==> config.mk <==
export PLATFORM = sky130hd
export DESIGN_NAME = exec_div_unit
export DESIGN_NICKNAME = d
export VERILOG_FILES = /design/src/rtl/exec_div_unit.sv
export SDC_FILE = /design/constraint.sdc
export NUM_CORES = 1
export LEC_CHECK = 0
export ABC_CLOCK_PERIOD_IN_PS = 10290
export BUFFER_PORTS_ARGS = -buffer_cell sky130_fd_sc_hd__buf_2
export CORE_UTILIZATION = 50
export CTS_CLUSTER_SIZE = 20
export DETAILED_ROUTE_END_ITERATION = 10
export PLACE_DENSITY_LB_ADDON = 0.12
export SETUP_SLACK_MARGIN = 0.3
export SYNTH_ARGS = -nofsm -noshare
export SYNTH_HDL_FRONTEND = slang
export SYNTH_SLANG_ARGS = --single-unit
==> constraint.sdc <==
create_clock -name clk -period 10.29 [get_ports clk]
set_input_delay 2.058 -clock clk [delete_from_list [all_inputs] [get_ports clk]]
set_output_delay 2.058 -clock clk [all_outputs]
set_load 0.005 [all_outputs]
==> src/rtl/exec_div_unit.sv <==
// exec_div_unit: RV32M DIV/DIVU/REM/REMU on a 32-step restoring divider.
// Holds register-read with stall and emits a one-cycle result pulse.
module exec_div_unit #(
  parameter int XLEN = 32
) (
  input  logic            clk,
  input  logic            rstN,
  input  logic            inValid,
  input  logic            inIsDiv,
  input  logic            inSigned,
  input  logic            inRem,
  input  logic [31:0]     inPc,
  input  logic [XLEN-1:0] inSrc1,
  input  logic [XLEN-1:0] inSrc2,
  input  logic            flush,
  output logic            stall,
  output logic            outValid,
  output logic [31:0]     outPc,
  output logic [XLEN-1:0] outResult
);

  localparam int CW = $clog2(XLEN);
  localparam logic [CW-1:0] LAST = CW'(XLEN - 1);

  typedef enum logic [1:0] {
    IDLE,
    RUN,
    DONE
  } state_t;

  state_t state;
  state_t nxt;

  logic [CW-1:0]   cnt;
  logic [31:0]     pc_q;
  logic            rem_op;
  logic            qneg;
  logic            rneg;
  logic [XLEN-1:0] dvs;
  logic [XLEN-1:0] q;
  logic [XLEN-1:0] r;

  logic            accept;
  logic            by_zero;
  logic            ovf;
  logic [XLEN-1:0] min_int;
  logic [XLEN-1:0] all_ones;
  logic [XLEN-1:0] a_mag;
  logic [XLEN-1:0] b_mag;
  logic [XLEN-1:0] spec_res;

  logic [XLEN:0]   r_sh;
  logic [XLEN:0]   r_diff;
  logic            ge;
  logic [XLEN-1:0] q_n;
  logic [XLEN-1:0] r_n;
  logic [XLEN-1:0] quo_fix;
  logic [XLEN-1:0] rem_fix;
  logic [XLEN-1:0] fix_res;

  logic            load_out;
  logic [XLEN-1:0] out_d;
  logic [31:0]     pc_d;

  assign min_int  = {1'b1, {(XLEN-1){1'b0}}};
  assign all_ones = '1;

  assign accept  = (state == IDLE) & inValid & inIsDiv & ~flush;
  assign by_zero = (inSrc2 == '0);
  assign ovf     = inSigned & (inSrc1 == min_int) & (inSrc2 == all_ones);

  assign a_mag = (inSigned & inSrc1[XLEN-1]) ? -inSrc1 : inSrc1;
  assign b_mag = (inSigned & inSrc2[XLEN-1]) ? -inSrc2 : inSrc2;

  assign spec_res = by_zero ? (inRem ? inSrc1 : all_ones)
                            : (inRem ? '0 : min_int);

  // borrow out of the 33-bit subtract decides the quotient bit
  assign r_sh   = {r, q[XLEN-1]};
  assign r_diff = r_sh - {1'b0, dvs};
  assign ge     = ~r_diff[XLEN];
  assign q_n    = {q[XLEN-2:0], ge};
  assign r_n    = ge ? r_diff[XLEN-1:0] : r_sh[XLEN-1:0];

  assign quo_fix = qneg ? -q_n : q_n;
  assign rem_fix = rneg ? -r_n : r_n;
  assign fix_res = rem_op ? rem_fix : quo_fix;

  always_comb begin
    nxt      = state;
    load_out = 1'b0;
    out_d    = fix_res;
    pc_d     = pc_q;
    case (state)
      IDLE: begin
        if (accept) begin
          if (by_zero | ovf) begin
            nxt      = DONE;
            load_out = 1'b1;
            out_d    = spec_res;
            pc_d     = inPc;
          end else begin
            nxt = RUN;
          end
        end
      end
      RUN: begin
        if (cnt == LAST) begin
          nxt      = DONE;
          load_out = 1'b1;
        end
      end
      DONE:    nxt = IDLE;
      default: nxt = IDLE;
    endcase
    // a flushed op never reaches the result registers
    if (flush) begin
      nxt      = IDLE;
      load_out = 1'b0;
    end
  end

  always_ff @(posedge clk or negedge rstN) begin
    if (!rstN) begin
      state <= IDLE;
    end else begin
      state <= nxt;
    end
  end

  always_ff @(posedge clk or negedge rstN) begin
    if (!rstN) begin
      cnt    <= '0;
      pc_q   <= '0;
      rem_op <= 1'b0;
      qneg   <= 1'b0;
      rneg   <= 1'b0;
      dvs    <= '0;
      q      <= '0;
      r      <= '0;
    end else if (accept) begin
      cnt    <= '0;
      pc_q   <= inPc;
      rem_op <= inRem;
      qneg   <= inSigned & (inSrc1[XLEN-1] ^ inSrc2[XLEN-1]);
      rneg   <= inSigned & inSrc1[XLEN-1];
      dvs    <= b_mag;
      q      <= a_mag;
      r      <= '0;
    end else if (state == RUN) begin
      cnt <= cnt + CW'(1);
      q   <= q_n;
      r   <= r_n;
    end
  end

  always_ff @(posedge clk or negedge rstN) begin
    if (!rstN) begin
      outPc     <= '0;
      outResult <= '0;
    end else if (load_out) begin
      outPc     <= pc_d;
      outResult <= out_d;
    end
  end

  assign outValid = (state == DONE) & ~flush;
  assign stall    = rstN & (accept | (state == RUN));

endmodule

==> metrics.txt <==
# TYPE chip_impl_metric gauge
chip_impl_metric{name="maxSlewHeadroom",unit=""} 0.226
chip_impl_metric{name="cts_buffer_depth",unit=""} 3
chip_impl_metric{name="grt_first_pass_wirelength",unit="µm"} 69000
chip_impl_metric{name="first_pass_iters",unit=""} 5
chip_impl_info{name="ctsRootBufferMaster",value="sky130_fd_sc_hd__clkbuf_16"} 1
chip_impl_metric{name="die_w",unit="µm"} 170
chip_impl_metric{name="post_cts_setup_buffers",unit=""} 0
chip_impl_info{name="tritoncts_clock_tree",value="done"} 1
chip_impl_metric{name="synth_cells",unit=""} 1747
chip_impl_metric{name="netlist.area_leader.share",unit=""} 0.357
chip_impl_info{name="critPathCaptureType",value="flop"} 1
chip_impl_metric{name="fmax",unit="GHz"} 0.153
chip_impl_metric{name="grt.total_usage",unit=""} 0.304
chip_impl_metric{name="maxSlewViolCount",unit=""} 0
chip_impl_metric{name="tritoncts_num_sinks",unit=""} 202
chip_impl_metric{name="yosysSeqAreaShare",unit=""} 0.357
chip_impl_metric{name="viasPerCell",unit=""} 6.06
chip_impl_metric{name="cts_inserted_buffers",unit=""} 24
chip_impl_metric{name="worst_slew_pin_slew",unit="ns"} 1.15
chip_impl_metric{name="gr-total-overflow",unit=""} 0
chip_impl_metric{name="design.die.area",unit="mm²"} 0.0290
chip_impl_metric{name="power-per-cell-area",unit="mW/mm²"} 322
chip_impl_metric{name="worst_hold_path.num_cells",unit=""} 2
chip_impl_metric{name="timing.critical_path.arrival",unit="ns"} 6.95
chip_impl_info{name="hold_path_end",value="pc_q[19]"} 1
chip_impl_metric{name="hold_viol_final",unit=""} 0
chip_impl_metric{name="initial_core_util",unit=""} 0.509
chip_impl_metric{name="worst-path-max-fanout",unit=""} 82
chip_impl_metric{name="boundaryPins",unit=""} 169
chip_impl_metric{name="postSynthAreaPerCell",unit="µm²"} 8.12
chip_impl_metric{name="placed_cell_area",unit="mm²"} 0.0152
chip_impl_info{name="critical_path.reg2reg.endpoint",value="outResult[20]"} 1
chip_impl_metric{name="worst_ir_drop_vdd",unit="µV"} 314
chip_impl_metric{name="route.detailed.wl_per_inst",unit="µm"} 19.7
chip_impl_metric{name="finalCriticalPeriod",unit="ns"} 6.55
chip_impl_metric{name="die_height",unit="µm"} 170
chip_impl_metric{name="totalNegativeSetupSlack",unit="ns"} 0
chip_impl_metric{name="total_nets_final",unit=""} 1994
chip_impl_info{name="top_layer_used",value="met4"} 1
chip_impl_metric{name="worstRegToRegCells",unit=""} 20
chip_impl_metric{name="fill_cells",unit=""} 2586
chip_impl_metric{name="setup-violations-final",unit=""} 0
chip_impl_metric{name="fp-row-count",unit=""} 61
chip_impl_metric{name="buffer_ports.inserted",unit=""} 168
chip_impl_metric{name="syn-cell-area",unit="mm²"} 0.0142
chip_impl_metric{name="layout_cell_area_excl_fill",unit="mm²"} 0.0160
chip_impl_metric{name="pin_count_of_the_biggest_net_entering_global_routing",unit=""} 107
chip_impl_info{name="worstHoldStart",value="pc_q[19]"} 1
chip_impl_info{name="timing.rr.start",value="dvs[0]"} 1
chip_impl_metric{name="met1Wirelength",unit="µm"} 20100
chip_impl_metric{name="coreArea",unit="mm²"} 0.0279
chip_impl_metric{name="drc_errors",unit=""} 0
chip_impl_metric{name="ctsResizeCount",unit=""} 0
chip_impl_metric{name="vias",unit=""} 13600
chip_impl_metric{name="drt_wl_total",unit="µm"} 44200
chip_impl_metric{name="antenna_violations_before_repair",unit=""} 1
chip_impl_metric{name="synth_net_count",unit=""} 1890
chip_impl_metric{name="ys_warn_count",unit=""} 0
chip_impl_metric{name="dr_wl_met3",unit="µm"} 3130
chip_impl_metric{name="synthDistinctLibCells",unit=""} 96
chip_impl_metric{name="wl_met2",unit="µm"} 19800
chip_impl_info{name="rsz0062_at_grt",value="no"} 1
chip_impl_metric{name="dr.first_iter.drc_count",unit=""} 1369
chip_impl_metric{name="areaGrowthSynthToFinish",unit="%"} 12.8
chip_impl_metric{name="power.leakage",unit="nW"} 7.02
chip_impl_metric{name="cts_hold_buffers",unit=""} 0
chip_impl_metric{name="required",unit="ns"} 10.69
chip_impl_info{name="critical_path.startpoint",value="inSrc1[1]"} 1
chip_impl_metric{name="timing.final.crit_share",unit=""} 0.636
chip_impl_metric{name="number_of_max_capacitance_violations_reported",unit=""} 0
chip_impl_metric{name="reg2reg_slack",unit="ns"} 4.81
chip_impl_info{name="outcome",value="completed"} 1
chip_impl_metric{name="clk_pin_slew",unit="ns"} 0.06
chip_impl_metric{name="share_of_final_layout_standard_cells_stronger_than_drive_strength_1",unit=""} 0.143
chip_impl_metric{name="synth_enable_flop_cells",unit=""} 0
chip_impl_metric{name="skew",unit="ns"} 0.0189
chip_impl_info{name="synth_area_leader_cell",value="sky130_fd_sc_hd__dfrtp_1"} 1
chip_impl_metric{name="grt_pass1_vias",unit=""} 12400
chip_impl_metric{name="htree_num_levels",unit=""} 1
chip_impl_metric{name="synth_async_sr_flop_share",unit=""} 1.00
chip_impl_metric{name="number_of_nets_still_failing_antenna_checks_after_routing",unit=""} 0
chip_impl_metric{name="insertion_delay",unit="ns"} 0.54
chip_impl_info{name="synth-main-ff-cell",value="sky130_fd_sc_hd__dfrtp_1"} 1
chip_impl_info{name="hold_path_class",value="flop to flop"} 1
chip_impl_metric{name="finalWeightedCongestion",unit=""} 0.906
chip_impl_info{name="setup.worst_path.class",value="input pin to flop"} 1
chip_impl_metric{name="detailedPlacementHpwl",unit="µm"} 32400
chip_impl_info{name="worst_setup_path_start_kind",value="input pin"} 1
chip_impl_info{name="synth.top_cells.by_area",value="sky130_fd_sc_hd__dfrtp_1 (36%), sky130_fd_sc_hd__nand2_1 (7.9%), sky130_fd_sc_hd__o21ai_0 (6.6%)"} 1
chip_impl_metric{name="whs",unit="ns"} 0.473
chip_impl_metric{name="synth_seq_cells",unit=""} 202
chip_impl_metric{name="fin_total_pwr",unit="mW"} 5.15
==> cell type report <==
type                       count  area [µm²]  area share
tap                          378         473      0.0296
multi-input combinational   1380        8460       0.529
antenna                        1        2.50    0.000157
clock buffer                  37         689      0.0431
sequential                   202        5050       0.316
clock inverter                 7         125     0.00783
timing repair buffer         181         947      0.0592
inverter                      62         235      0.0147
==> sequential cells by signal, summed over array words and instances (netlist names) <==
register / flops
cnt: 5
dvs: 32
outPc: 32
outResult: 32
pc_q: 32
q: 32
qneg: 1
r: 32
rem_op: 1
rneg: 1
state: 2
==> stage by stage <==
stage	util	setup slack (ns)	cells
after detailed placement	0.545	3.23	2203
after global placement	0.545	3.40	2203
after CTS	0.574	3.78	2247
after floorplan	-	5.07	1747
final	0.574	3.74	2248
after global routing	0.574	3.42	2248
==> worst max-delay path by stage <==
stage / to / slack, ns / cells past startpoint
after global routing: outResult[26] / 3.42 / 16
after floorplan: stall / 5.07 / 3
after global placement: outResult[26] / 3.40 / 16
after detailed placement: outResult[26] / 3.23 / 16
final: outResult[26] / 3.74 / 16
after CTS: outResult[26] / 3.78 / 16
==> logic make-up after synthesis <==
logic type / after synthesis / synth area share
and+or+nand+nor: 647 / 0.211
buffers and inverters: 165 / 0.0478
DFF: 202 / 0.357
adders and majority gates: 40 / 0.0358
muxes: 34 / 0.0254
xor gates and xnor gates: 134 / 0.0841
AOI/OAI and AO/OA: 525 / 0.239
==> routing by layer <==
layer | vias up | track usage
met4 | 0 | 0.0873
met3 | 79 | 0.0444
met5 | - | 0
met2 | 534 | 0.468
li1 | 6487 | -
met1 | 6523 | 0.441
==> Yosys cell counts, drive strengths merged (39+ instances only) <==
cell type / instances
clkbuf: 76
a21oi: 82
xor2: 70
dfrtp: 202
ha: 39
nor2: 124
nand3: 65
xnor2: 64
a31oi: 56
nand2: 298
o21ai: 194
inv: 60
==> where the power goes <==
group | leakage [nW] | switching [mW] | total [mW] | internal [mW]
Sequential | 2.58 | 0.236 | 1.22 | 0.982
Combinational | 4.05 | 1.95 | 3.05 | 1.10
Clock | 0.396 | 0.352 | 0.889 | 0.537
Total | 7.02 | 2.54 | 5.15 | 2.62
==> worst max-delay path: stages <==
cell and delay, ns:
sky130_fd_sc_hd__buf_2 0.12, sky130_fd_sc_hd__inv_1 0.09, sky130_fd_sc_hd__ha_1 0.19, sky130_fd_sc_hd__nor2b_1 0.23, sky130_fd_sc_hd__nand4b_1 0.23, sky130_fd_sc_hd__or4_1 0.69
sky130_fd_sc_hd__or4_4 0.56, sky130_fd_sc_hd__o21ai_2 0.25, sky130_fd_sc_hd__nand2_2 0.07, sky130_fd_sc_hd__buf_4 0.28, sky130_fd_sc_hd__a211o_1 0.69, sky130_fd_sc_hd__inv_2 0.42
sky130_fd_sc_hd__buf_4 0.65, sky130_fd_sc_hd__o311ai_1 0.20, sky130_fd_sc_hd__o21ai_0 0.12, sky130_fd_sc_hd__o21ai_1 0.09
==> cells in the final DEF, fill, tap and decap left out, types with 11 or more instances in the layout <==
cell	instances
sky130_fd_sc_hd__nand2_1	297
sky130_fd_sc_hd__dfrtp_1	202
sky130_fd_sc_hd__o21ai_0	187
sky130_fd_sc_hd__buf_2	167
sky130_fd_sc_hd__nor2_1	123
sky130_fd_sc_hd__a21oi_1	79
sky130_fd_sc_hd__xor2_1	69
sky130_fd_sc_hd__nand3_1	65
sky130_fd_sc_hd__xnor2_1	64
sky130_fd_sc_hd__inv_1	58
sky130_fd_sc_hd__a31oi_1	56
sky130_fd_sc_hd__ha_1	39
sky130_fd_sc_hd__a22oi_1	30
sky130_fd_sc_hd__nor3_1	26
sky130_fd_sc_hd__mux2i_1	25
sky130_fd_sc_hd__clkbuf_16	24
sky130_fd_sc_hd__o31ai_1	23
sky130_fd_sc_hd__o211ai_1	21
sky130_fd_sc_hd__or3_1	19
sky130_fd_sc_hd__o221ai_1	18
sky130_fd_sc_hd__nand4_1	17
sky130_fd_sc_hd__o41ai_1	16
sky130_fd_sc_hd__nor4_1	15
sky130_fd_sc_hd__a21o_1	14
sky130_fd_sc_hd__buf_4	13
sky130_fd_sc_hd__or4_1	12
sky130_fd_sc_hd__and3_1	11
Note: power is estimated with default switching activity, not from simulation.
